$ cat config.mk
export PLATFORM = sky130hd
export DESIGN_NAME = zx_mc_cpu
export DESIGN_NICKNAME = d
export VERILOG_FILES = /design/src/rtl/zx_cpu_pkg.sv /design/src/rtl/zx_alu.sv /design/src/rtl/zx_mc_cpu.sv
export SDC_FILE = /design/constraint.sdc
export NUM_CORES = 1
export LEC_CHECK = 0
export BUFFER_PORTS_ARGS = -buffer_cell sky130_fd_sc_hd__buf_4
export CORE_ASPECT_RATIO = 0.7
export CORE_MARGIN = 1
export CORE_UTILIZATION = 45
export DETAILED_ROUTE_END_ITERATION = 16
export GPL_TIMING_DRIVEN = 0
export MAX_ROUTING_LAYER = met4
export PLACE_DENSITY = 0.68
export SLEW_MARGIN = 10
export SYNTH_ARGS = -nofsm -noshare
export SYNTH_HDL_FRONTEND = slang
export SYNTH_SLANG_ARGS = --single-unit
$ cat constraint.sdc
create_clock -name i_clk -period 11.3 [get_ports i_clk]
set_clock_uncertainty 0.1 [all_clocks]
set_input_delay 2.26 -clock i_clk [delete_from_list [all_inputs] [get_ports i_clk]]
set_output_delay 2.26 -clock i_clk [all_outputs]
set_load 0.02 [all_outputs]
$ cat src/rtl/zx_cpu_pkg.sv
// zx_cpu_pkg: shared definitions for the zx multi-cycle CPU.
//   state_t  - fetch / execute / memory FSM states
//   alu_op_t - ALU function select (codes match opcodes 0-8)
//   OP_*     - instruction opcodes (IR[15:12])
//   imm_from_rd - which opcodes take imm4 from IR[11:8]
package zx_cpu_pkg;

    typedef enum logic [1:0] {
        S_FETCH = 2'd0,
        S_EXEC  = 2'd1,
        S_MEM   = 2'd2
    } state_t;

    typedef enum logic [3:0] {
        ALU_ADD = 4'h0,
        ALU_SUB = 4'h1,
        ALU_MUL = 4'h2,
        ALU_AND = 4'h3,
        ALU_OR  = 4'h4,
        ALU_XOR = 4'h5,
        ALU_SLL = 4'h6,
        ALU_SRL = 4'h7,
        ALU_SRA = 4'h8
    } alu_op_t;

    localparam logic [3:0] OP_ADD   = 4'h0;
    localparam logic [3:0] OP_SUB   = 4'h1;
    localparam logic [3:0] OP_MUL   = 4'h2;
    localparam logic [3:0] OP_AND   = 4'h3;
    localparam logic [3:0] OP_OR    = 4'h4;
    localparam logic [3:0] OP_XOR   = 4'h5;
    localparam logic [3:0] OP_SLL   = 4'h6;
    localparam logic [3:0] OP_SRL   = 4'h7;
    localparam logic [3:0] OP_SRA   = 4'h8;
    localparam logic [3:0] OP_ADDI  = 4'h9;
    localparam logic [3:0] OP_LOAD  = 4'hA;
    localparam logic [3:0] OP_STORE = 4'hB;
    localparam logic [3:0] OP_JAL   = 4'hC;
    localparam logic [3:0] OP_JRL   = 4'hD;
    localparam logic [3:0] OP_BEQ   = 4'hE;
    localparam logic [3:0] OP_BLT   = 4'hF;

    // STORE and the branches use the rd slot as their immediate, since
    // they never write a register.
    function automatic logic imm_from_rd(input logic [3:0] op);
        return (op == OP_STORE) || (op == OP_BEQ) || (op == OP_BLT);
    endfunction

endpackage

$ cat src/rtl/zx_alu.sv
// zx_alu: combinational ALU for the zx CPU.
//   op - function select (alu_op_t)
//   a  - first operand (rs1)
//   b  - second operand (rs2 or sign-extended immediate); shifts use
//        only its low $clog2(XLEN) bits
//   y  - result, XLEN bits (MUL keeps the low half)
module zx_alu
    import zx_cpu_pkg::*;
#(
    parameter int XLEN = 16
) (
    input  alu_op_t         op,
    input  logic [XLEN-1:0] a,
    input  logic [XLEN-1:0] b,
    output logic [XLEN-1:0] y
);

    localparam int SH_W = $clog2(XLEN);

    logic [SH_W-1:0] sh;
    assign sh = b[SH_W-1:0];

    always_comb begin
        y = '0;
        case (op)
            ALU_ADD: y = a + b;
            ALU_SUB: y = a - b;
            ALU_MUL: y = a * b;
            ALU_AND: y = a & b;
            ALU_OR:  y = a | b;
            ALU_XOR: y = a ^ b;
            ALU_SLL: y = a << sh;
            ALU_SRL: y = a >> sh;
            ALU_SRA: y = $signed(a) >>> sh;
            default: y = a + b;
        endcase
    end

endmodule

$ cat src/rtl/zx_mc_cpu.sv
// zx_mc_cpu: 16-bit-instruction multi-cycle CPU (fetch / exec / mem).
//   i_clk, i_rst      - clock (rising edge), synchronous active-high reset
//   o_imem_*/i_imem_* - instruction port: req/addr held until ack
//   o_dmem_*/i_dmem_* - data port: req/we/addr/wdata held until ack
//   o_retire          - one-cycle pulse per completed instruction
//   o_pc              - architectural PC
module zx_mc_cpu
    import zx_cpu_pkg::*;
#(
    parameter int XLEN     = 16,
    parameter int ADDR_W   = 16,
    parameter int RESET_PC = 0
) (
    input  logic              i_clk,
    input  logic              i_rst,
    output logic              o_imem_req,
    output logic [ADDR_W-1:0] o_imem_addr,
    input  logic              i_imem_ack,
    input  logic [15:0]       i_imem_rdata,
    output logic              o_dmem_req,
    output logic              o_dmem_we,
    output logic [ADDR_W-1:0] o_dmem_addr,
    output logic [XLEN-1:0]   o_dmem_wdata,
    input  logic              i_dmem_ack,
    input  logic [XLEN-1:0]   i_dmem_rdata,
    output logic              o_retire,
    output logic [ADDR_W-1:0] o_pc
);

    localparam int AW_MIN = (XLEN < ADDR_W) ? XLEN : ADDR_W;
    localparam logic [ADDR_W-1:0] PC_RST = ADDR_W'(RESET_PC);

    state_t state, state_nxt;

    logic [ADDR_W-1:0] pc;
    logic [15:0]       ir;
    logic [XLEN-1:0]   regs [16];

    // decode
    logic [3:0]      op, rd, rs1, rs2, imm4;
    logic [XLEN-1:0] imm, rs1_val, rs2_val;
    logic            is_alu, is_mem, is_store;

    assign op   = ir[15:12];
    assign rd   = ir[11:8];
    assign rs1  = ir[7:4];
    assign rs2  = ir[3:0];
    assign imm4 = imm_from_rd(op) ? ir[11:8] : ir[3:0];
    assign imm  = {{(XLEN-4){imm4[3]}}, imm4};

    assign rs1_val = (rs1 == 4'd0) ? '0 : regs[rs1];
    assign rs2_val = (rs2 == 4'd0) ? '0 : regs[rs2];

    assign is_alu   = (op <= OP_SRA);
    assign is_store = (op == OP_STORE);
    assign is_mem   = (op == OP_LOAD) || is_store;

    // ALU: register ops use rs2; everything else (ADDI, load/store EA,
    // JAL/JRL target) is rs1 + imm.
    alu_op_t         alu_op;
    logic [XLEN-1:0] alu_b, alu_y;

    assign alu_op = is_alu ? alu_op_t'(op) : ALU_ADD;
    assign alu_b  = is_alu ? rs2_val : imm;

    zx_alu #(.XLEN(XLEN)) u_alu (
        .op (alu_op),
        .a  (rs1_val),
        .b  (alu_b),
        .y  (alu_y)
    );

    // Crossing between data width and address width: truncate or
    // zero-extend, whichever applies.
    logic [ADDR_W-1:0] ea, pc_plus2, boff;
    logic [XLEN-1:0]   link;

    assign pc_plus2 = pc + ADDR_W'(2);
    assign boff     = {{(ADDR_W-5){imm4[3]}}, imm4, 1'b0};

    always_comb begin
        ea = '0;
        ea[AW_MIN-1:0] = alu_y[AW_MIN-1:0];
        link = '0;
        link[AW_MIN-1:0] = pc_plus2[AW_MIN-1:0];
    end

    // next PC for non-memory instructions
    logic [ADDR_W-1:0] pc_exec;

    always_comb begin
        pc_exec = pc_plus2;
        case (op)
            OP_JAL: pc_exec = ea;
            OP_JRL: pc_exec = pc + ea;
            OP_BEQ: if (rs1_val == rs2_val) pc_exec = pc + boff;
            OP_BLT: if ($signed(rs1_val) < $signed(rs2_val)) pc_exec = pc + boff;
            default: pc_exec = pc_plus2;
        endcase
    end

    // FSM
    logic              imem_req, dmem_req, retire;
    logic              ir_we, rf_we, pc_we;
    logic [XLEN-1:0]   rf_wdata;
    logic [ADDR_W-1:0] pc_nxt;

    always_ff @(posedge i_clk) begin
        if (i_rst) state <= S_FETCH;
        else       state <= state_nxt;
    end

    always_comb begin
        state_nxt = state;
        imem_req  = 1'b0;
        dmem_req  = 1'b0;
        retire    = 1'b0;
        ir_we     = 1'b0;
        rf_we     = 1'b0;
        rf_wdata  = alu_y;
        pc_we     = 1'b0;
        pc_nxt    = pc_plus2;
        case (state)
            S_FETCH: begin
                imem_req = 1'b1;
                if (i_imem_ack) begin
                    ir_we     = 1'b1;
                    state_nxt = S_EXEC;
                end
            end
            S_EXEC: begin
                if (is_mem) begin
                    state_nxt = S_MEM;
                end else begin
                    rf_we     = (op != OP_BEQ) && (op != OP_BLT);
                    rf_wdata  = ((op == OP_JAL) || (op == OP_JRL)) ? link : alu_y;
                    pc_we     = 1'b1;
                    pc_nxt    = pc_exec;
                    retire    = 1'b1;
                    state_nxt = S_FETCH;
                end
            end
            S_MEM: begin
                dmem_req = 1'b1;
                if (i_dmem_ack) begin
                    rf_we     = !is_store;
                    rf_wdata  = i_dmem_rdata;
                    pc_we     = 1'b1;
                    retire    = 1'b1;
                    state_nxt = S_FETCH;
                end
            end
            default: state_nxt = S_FETCH;
        endcase
        // Reset dominates: requests drop and a late ack cannot retire or
        // write anything in the reset cycle.
        if (i_rst) begin
            imem_req  = 1'b0;
            dmem_req  = 1'b0;
            retire    = 1'b0;
            ir_we     = 1'b0;
            rf_we     = 1'b0;
            pc_we     = 1'b0;
            state_nxt = S_FETCH;
        end
    end

    // datapath state
    always_ff @(posedge i_clk) begin
        if (i_rst) begin
            pc <= PC_RST;
            ir <= '0;
            for (int i = 0; i < 16; i++) regs[i] <= '0;
        end else begin
            if (ir_we) ir <= i_imem_rdata;
            if (pc_we) pc <= {pc_nxt[ADDR_W-1:1], 1'b0};
            if (rf_we && (rd != 4'd0)) regs[rd] <= rf_wdata;
        end
    end

    // Operands come from IR and the register file, neither of which
    // changes while a transaction waits, so addr/wdata stay stable.
    assign o_imem_req   = imem_req;
    assign o_imem_addr  = imem_req ? pc : '0;
    assign o_dmem_req   = dmem_req;
    assign o_dmem_we    = dmem_req && is_store;
    assign o_dmem_addr  = dmem_req ? ea : '0;
    assign o_dmem_wdata = (dmem_req && is_store) ? rs2_val : '0;
    assign o_retire     = retire;
    assign o_pc         = pc;

endmodule

==> flow_summary.json, run 1 <==
{
  "status": "completed",
  "pwr-share-comb_pct": 52.9,
  "drcViolationCount": 0,
  "clock_latency_ps": 610,
  "root_buffer": "clkbuf_16",
  "drtAntennaViolNets": 0,
  "worst_slew_pin_slew_ps": 1400,
  "synth_warnings": 0,
  "sequentialPowerShare_pct": 26.4,
  "synth.distinct_cells": 87,
  "syn_to_final_growth_pct": 12.6,
  "wirelength_mm": 108,
  "core_area_sq_um": 55700,
  "synth_area_sq_um": 25500,
  "diodes": 0,
  "whs_ps": 406,
  "p_switching_mw": 2.20,
  "worstHoldStart": "ir[6]",
  "fin_util_pct": 51.6,
  "cp_common_cell": "inv_1",
  "finalPower_mw": 4.79,
  "numCtsBuffers": 30,
  "hp-class": "flip-flop to flip-flop",
  "grt.total_usage_pct": 38.0,
  "place_hpwl_mm": 81.6,
  "finalCritPeriodShare_pct": 99.1,
  "clock_path_buffers": 3,
  "p_int_mw": 2.60,
  "yosysSeqAreaShare_pct": 33.3,
  "cts_tree": "yes",
  "clockPowerShare_pct": 20.7,
  "r2r_end": "o_pc[14]",
  "start_util_pct": 45.9,
  "drive_gt1_share_pct": 17.8,
  "die_h_um": 201,
  "antenna_found_initial": 1,
  "switching_share_pct": 45.8,
  "syn_avg_cell_area_sq_um": 9.86,
  "grt_setup_unrepaired": "true",
  "grt_pass1_wl_mm": 154,
  "maxCapViolCount": 0,
  "vias": 23100,
  "hold_violations": 0,
  "wl_per_cell_um": 30.6,
  "grt_overflow": 0,
  "path_max_fanout": 10,
  "ff2ff_path_depth": 42,
  "core.rowCount": 72,
  "synth-edff-count": 256,
  "die_area_sq_um": 57700,
  "synthCells": 2589,
  "fill_cells": 5101,
  "slew_headroom_pct": 6.79,
  "criticalPathCategory": "flip-flop to output pin",
  "io_buffers": 101,
  "min_period_ps": 11200,
  "grt_start_max_net_pins": 38,
  "htreeDepth": 1,
  "place.gp.congestion": 1.05,
  "synth_seq_cells": 297,
  "worst_setup_path_start_kind": "flip-flop",
  "vdd_drop_max_uv": 112,
  "async_reset_ff_share_pct": 0,
  "die_x_um": 287,
  "crit_slowest_cell": "dfxtp_1",
  "setup_violations": 0,
  "synthFlopType": "edfxtp_1",
  "critPathRequiredTime_ps": 8940,
  "ff2ff_setup_slack_ps": 970,
  "critPathMaxStageDelay_ps": 610,
  "drt_iter0_drc": 4291,
  "vias_per_cell": 6.57,
  "drv_slew": 0,
  "arrival_ps": 8840,
  "ioPinCount": 104,
  "multi_input_area_sq_um": 15800,
  "setup.worst_path.end_class": "output pin",
  "p_leak_nw": 11.3,
  "holdPathStages": 2,
  "p_per_area_nw_per_um2": 167,
  "first_global_vias": 22100,
  "fmax_mhz": 89.3,
  "clk_pin_slew_ps": 70,
  "fin_nets": 3019,
  "cts_sinks": 297,
  "dr.pass1.iters": 8,
  "seqCellArea_sq_um": 8510
}
power groups by stage:
| stage | Clock (mW) | Sequential, mW | Combinational, mW |
|---|---|---|---|
| after floorplan | 0 | 1.27 | 1.50 |
| after global placement | 0 | 1.28 | 2.30 |
| after detailed placement | 0 | 1.29 | 2.35 |
| after CTS | 0.976 | 1.26 | 2.41 |
| after global routing | 1.01 | 1.27 | 2.67 |
| final | 0.990 | 1.27 | 2.53 |
placed cells by master, fill, tap and decap left out, types with 21 or more instances in the layout:
| cell type | netlist | final |
|---|---|---|
| mux2i_1 | 97 | 94 |
| buf_2 | 35 | 25 |
| xnor2_1 | 71 | 68 |
| mux4_2 | 114 | 114 |
| o22ai_1 | 23 | 22 |
| dfxtp_1 | 41 | 39 |
| nor3_1 | 36 | 35 |
| fa_1 | 83 | 83 |
| and2_1 | 37 | 36 |
| inv_1 | 167 | 163 |
| buf_4 | 25 | 155 |
| nor2_1 | 458 | 455 |
| a21oi_1 | 117 | 107 |
| edfxtp_1 | 256 | 256 |
| clkbuf_1 | 86 | 68 |
| nand2_1 | 234 | 230 |
| xor2_1 | 26 | 26 |
| ha_1 | 146 | 145 |
| clkbuf_16 | 0 | 30 |
| mux2_2 | 22 | 22 |
| and3_1 | 21 | 21 |
| nand3_1 | 59 | 59 |
| o21ai_0 | 84 | 82 |
worst max path at each step:
stage | start | to
floorplan | flip-flop | o_dmem_addr[15]
global placement | flip-flop | o_dmem_addr[11]
detailed placement | flip-flop | o_dmem_addr[11]
CTS | flip-flop | o_dmem_addr[15]
global route | flip-flop | o_dmem_addr[11]
finish | flip-flop | o_dmem_addr[10]
registers in the layout, summed over array words and instances (netlist names), named ones only:
signal and cells:
o_pc 15, state 2, regs 256, ir 16
metrics by stage:
| stage | area (sq um) | worst slack (ps) | setup TNS, ps | std cells |
|---|---|---|---|---|
| finish | 28700 | 102 | 0 | 3515 |
| floorplan | 25600 | 1470 | 0 | 2606 |
| CTS | 28500 | 26.6 | 0 | 3507 |
| global route | 28700 | -33.2 | -41.4 | 3515 |
| detailed placement | 27400 | -810 | -4260 | 3456 |
| global placement | 27300 | -711 | -6110 | 3447 |
cell usage after synthesis (15+ instances only):
| master | n | area, sq um |
|---|---|---|
| buf_2 | 35 | 175 |
| nand2_1 | 234 | 878 |
| o22ai_1 | 23 | 144 |
| a21oi_1 | 117 | 586 |
| edfxtp_1 | 256 | 7690 |
| o211ai_1 | 15 | 113 |
| mux4_2 | 114 | 2570 |
| buf_4 | 25 | 188 |
| and2_1 | 37 | 231 |
| fa_1 | 83 | 1660 |
| nor2_1 | 458 | 1720 |
| nand2b_1 | 17 | 106 |
| xnor2_1 | 71 | 622 |
| nor3_1 | 36 | 180 |
| xor2_1 | 26 | 228 |
| nor2b_1 | 17 | 106 |
| clkbuf_1 | 86 | 323 |
| nand3_1 | 59 | 295 |
| ha_1 | 146 | 1830 |
| mux2i_1 | 97 | 971 |
| a21o_1 | 18 | 135 |
| o21ai_0 | 84 | 420 |
| dfxtp_1 | 41 | 821 |
| a22oi_1 | 18 | 135 |
| and3_1 | 21 | 131 |
| a211oi_1 | 16 | 120 |
| mux2_2 | 22 | 248 |
| inv_1 | 167 | 627 |
what timing repair did:
item | 4_1_cts | 5_1_grt
buffers inserted | 9 | 11
hold buffers | 0 | 0
setup endpoints to repair | 13 | 8
pin swaps | 3 | 9
resized for setup | 62 | 47
per-layer routing:
metal	share of wire, %	wire (um)	track usage (%)	vias up
met2	40	42600	49.8	1953
li1	-	-	-	9593
met3	16	17000	12.4	280
met1	41	44200	55.2	11300
met4	3.5	3800	10.6	0
met5	0	0	-	-
worst max-delay path: cells and delay by family (launching register included):
family                     cells  cell delay (ps)
adders and majority gates      7             2550
AOI/OAI and AO/OA              8             1960
buffers and inverters         10             1760
and+or+nand+nor                3              620
DFF                            1              610
muxes                          1              360
xor gates and xnor gates       1              340
logic make-up (layout without fill, tap and decap cells):
kind of cell	after synthesis	count (layout)	synth area share [%]
AOI/OAI and AO/OA	436	436	11.4
xor gates and xnor gates	100	100	3.59
adders and majority gates	229	229	13.7
buffers and inverters	349	518	6.12
DFF	297	297	33.3
muxes	247	247	16.2
other	1	18	0.0147
and+or+nand+nor	930	930	15.7
layout make-up:
cell class | instances | area share, %
Buffer | 155 | 3.25
Timing Repair Buffer | 130 | 3.40
Tap cell | 740 | 3.22
Sequential cell | 297 | 29.6
Inverter | 180 | 2.45
Clock inverter | 18 | 0.553
Multi-Input combinational cell | 1960 | 54.8
Clock buffer | 35 | 2.68
(Power assumes the default switching activity.)
==> inputs of run 2 (changes only) <==
--- a/config.mk
+++ b/config.mk
@@ -5,6 +5,7 @@
 export SDC_FILE = /design/constraint.sdc
 export NUM_CORES = 1
 export LEC_CHECK = 0
+export ABC_AREA = 1
 export BUFFER_PORTS_ARGS = -buffer_cell sky130_fd_sc_hd__buf_4
 export CORE_ASPECT_RATIO = 0.7
 export CORE_MARGIN = 1
==> run 2 against run 1 <==
Effect of this change: sequential cell count stayed put; via count is 25% higher; combinational power is 37% higher; utilization is 0.62 points lower.
==> flow_summary.json, run 2 <==
{
  "async_reset_ff_share_pct": 0,
  "whs_ps": 436,
  "synth.distinct_cells": 61,
  "hp-class": "flip-flop to flip-flop",
  "cts_tree": "yes",
  "setup_violations": 0,
  "fin_nets": 4150,
  "path_max_fanout": 10,
  "synthFlopType": "edfxtp_1",
  "grt_setup_unrepaired": "true",
  "arrival_ps": 8770,
  "root_buffer": "clkbuf_16",
  "core.rowCount": 74,
  "drive_gt1_share_pct": 9.62,
  "htreeDepth": 2,
  "worst_slew_pin_slew_ps": 1390,
  "synth-edff-count": 256,
  "synthCells": 3729,
  "antenna_found_initial": 3,
  "drtAntennaViolNets": 0,
  "vias_per_cell": 6.12,
  "grt_overflow": 0,
  "numCtsBuffers": 34,
  "min_period_ps": 11130,
  "yosysTopAreaCellShare_pct": 28.7,
  "synth_warnings": 0,
  "drt_iter0_drc": 5136,
  "grt_pass1_wl_mm": 187,
  "crit_slowest_cell": "clkbuf_1",
  "dr.pass1.iters": 6,
  "finalCritPeriodShare_pct": 98.5,
  "critPathMaxStageDelay_ps": 810,
  "synth_common_cells": "nand2_1, inv_1, nor2_1",
  "grt_start_max_net_pins": 29,
  "drv_slew": 0,
  "critPathTopFamily": "adder cells",
  "wirelength_mm": 134,
  "yosysSeqAreaShare_pct": 31.8,
  "p_leak_nw": 13.1,
  "path_buf_inv": 7,
  "synth_area_sq_um": 26800,
  "hold_buffers": 0,
  "p_per_area_nw_per_um2": 195,
  "slew_headroom_pct": 6.87,
  "fill_cells": 5966,
  "tns_ps": 0,
  "final_area_sq_um": 29900,
  "vdd_drop_max_uv": 121,
  "placed_area_sq_um": 28600,
  "largest_reg_flops": 256,
  "hold_violations": 0,
  "die_area_sq_um": 60500,
  "place_hpwl_mm": 101,
  "synthTopCellsByArea": "edfxtp_1, nand2_1, inv_1",
  "synth.most_common_cell": "nand2_1",
  "layout_common_cells": "nand2_1, inv_1, nor2_1",
  "worst_setup_path_start_kind": "flip-flop",
  "place.gp.congestion": 1.09,
  "start_util_pct": 45.7,
  "clk_pin_slew_ps": 70,
  "clock_path_buffers": 3,
  "vias": 28800,
  "syn_to_final_growth_pct": 11.6,
  "grt.total_usage_pct": 45.0,
  "critPathRequiredTime_ps": 8940,
  "syn_avg_cell_area_sq_um": 7.18,
  "clock_latency_ps": 570,
  "wl_per_cell_um": 28.4,
  "max_flop_register": "regs",
  "setup.worst_path.end_class": "output pin",
  "maxCapViolCount": 0,
  "core_area_sq_um": 58500,
  "cts_sinks": 297,
  "status": "completed",
  "io_buffers": 100,
  "drcViolationCount": 0,
  "die_x_um": 293,
  "first_global_vias": 26000,
  "yosysTopAreaCell": "edfxtp_1",
  "ioPinCount": 104,
  "die_h_um": 206,
  "fin_util_pct": 51.0,
  "final_common_cell": "nand2_1",
  "criticalPathCategory": "flip-flop to output pin",
  "fmax_mhz": 89.8,
  "synth_seq_cells": 297
}
==> run 2: final cells by class <==
class / instances / area, sq um / area share (%)
Inverter: 552 / 2090 / 6.99
Sequential cell: 297 / 8510 / 28.5
Clock inverter: 17 / 105 / 0.352
Clock buffer: 43 / 906 / 3.03
Antenna cell: 1 / 2.50 / 0.00838
Timing Repair Buffer: 109 / 835 / 2.80
Multi-Input combinational cell: 2697 / 15300 / 51.2
Tap cell: 798 / 998 / 3.34
Buffer: 194 / 1120 / 3.77
==> run 2: worst min-delay path, cell delays in order (launching register included) <==
cell,delay [ps]
dfxtp_1,340
nand3_1,90
nand2_1,70
==> run 2: per-layer routing <==
metal | vias to the layer above | global-route usage (%) | wire (um)
met4 | 0 | 11.7 | 3980
met5 | - | - | 0
met2 | 2364 | 57.2 | 49800
met3 | 291 | 16.1 | 22900
met1 | 13600 | 65.6 | 57100
li1 | 12600 | - | -
==> run 2: kinds of logic (layout without fill, tap and decap cells) <==
group                      count (synthesis)  after routing  synth area share, %
and+or+nand+nor                         1675           1675                 26.0
DFF                                      297            297                 31.8
xor gates and xnor gates                  57             57                 1.87
adders and majority gates                229            229                 13.0
other                                      1             19               0.0140
buffers and inverters                    752            915                 11.5
AOI/OAI and AO/OA                        718            718                 15.7
==> run 2: path summary, 6_finish.rpt <==
kind                          end  slack (ps)  cells after the start  startpoint
setup / recovery  o_dmem_addr[15]         170                     33   flip-flop
hold / removal          flip-flop         440                      2       ir[5]
setup reg to reg         o_pc[14]        1020                     50   flip-flop
hold reg to reg         flip-flop         440                      2       ir[5]
==> run 2: through the flow <==
stage               total power [mW]  cells  setup WS, ps
floorplan                       3.34   3746          2130
global placement                4.55   4644          -590
detailed placement              4.54   4644          -562
CTS                             5.61   4701          12.9
global route                    6.07   4708         -56.2
finish                          5.82   4708           167
==> run 2: what timing repair did <==
item	in CTS	in global routing
setup endpoints to repair	10	5
setup buffers	0	8
pin swaps	0	4
resized for setup	21	85
==> run 2: power breakdown <==
group / switching, mW / leakage (nW) / internal [mW] / total, mW
sequential: 0.0344 / 2.97 / 1.24 / 1.27
combinational: 2.55 / 9.58 / 0.913 / 3.46
clock: 0.510 / 0.499 / 0.575 / 1.09
total: 3.09 / 13.1 / 2.72 / 5.82
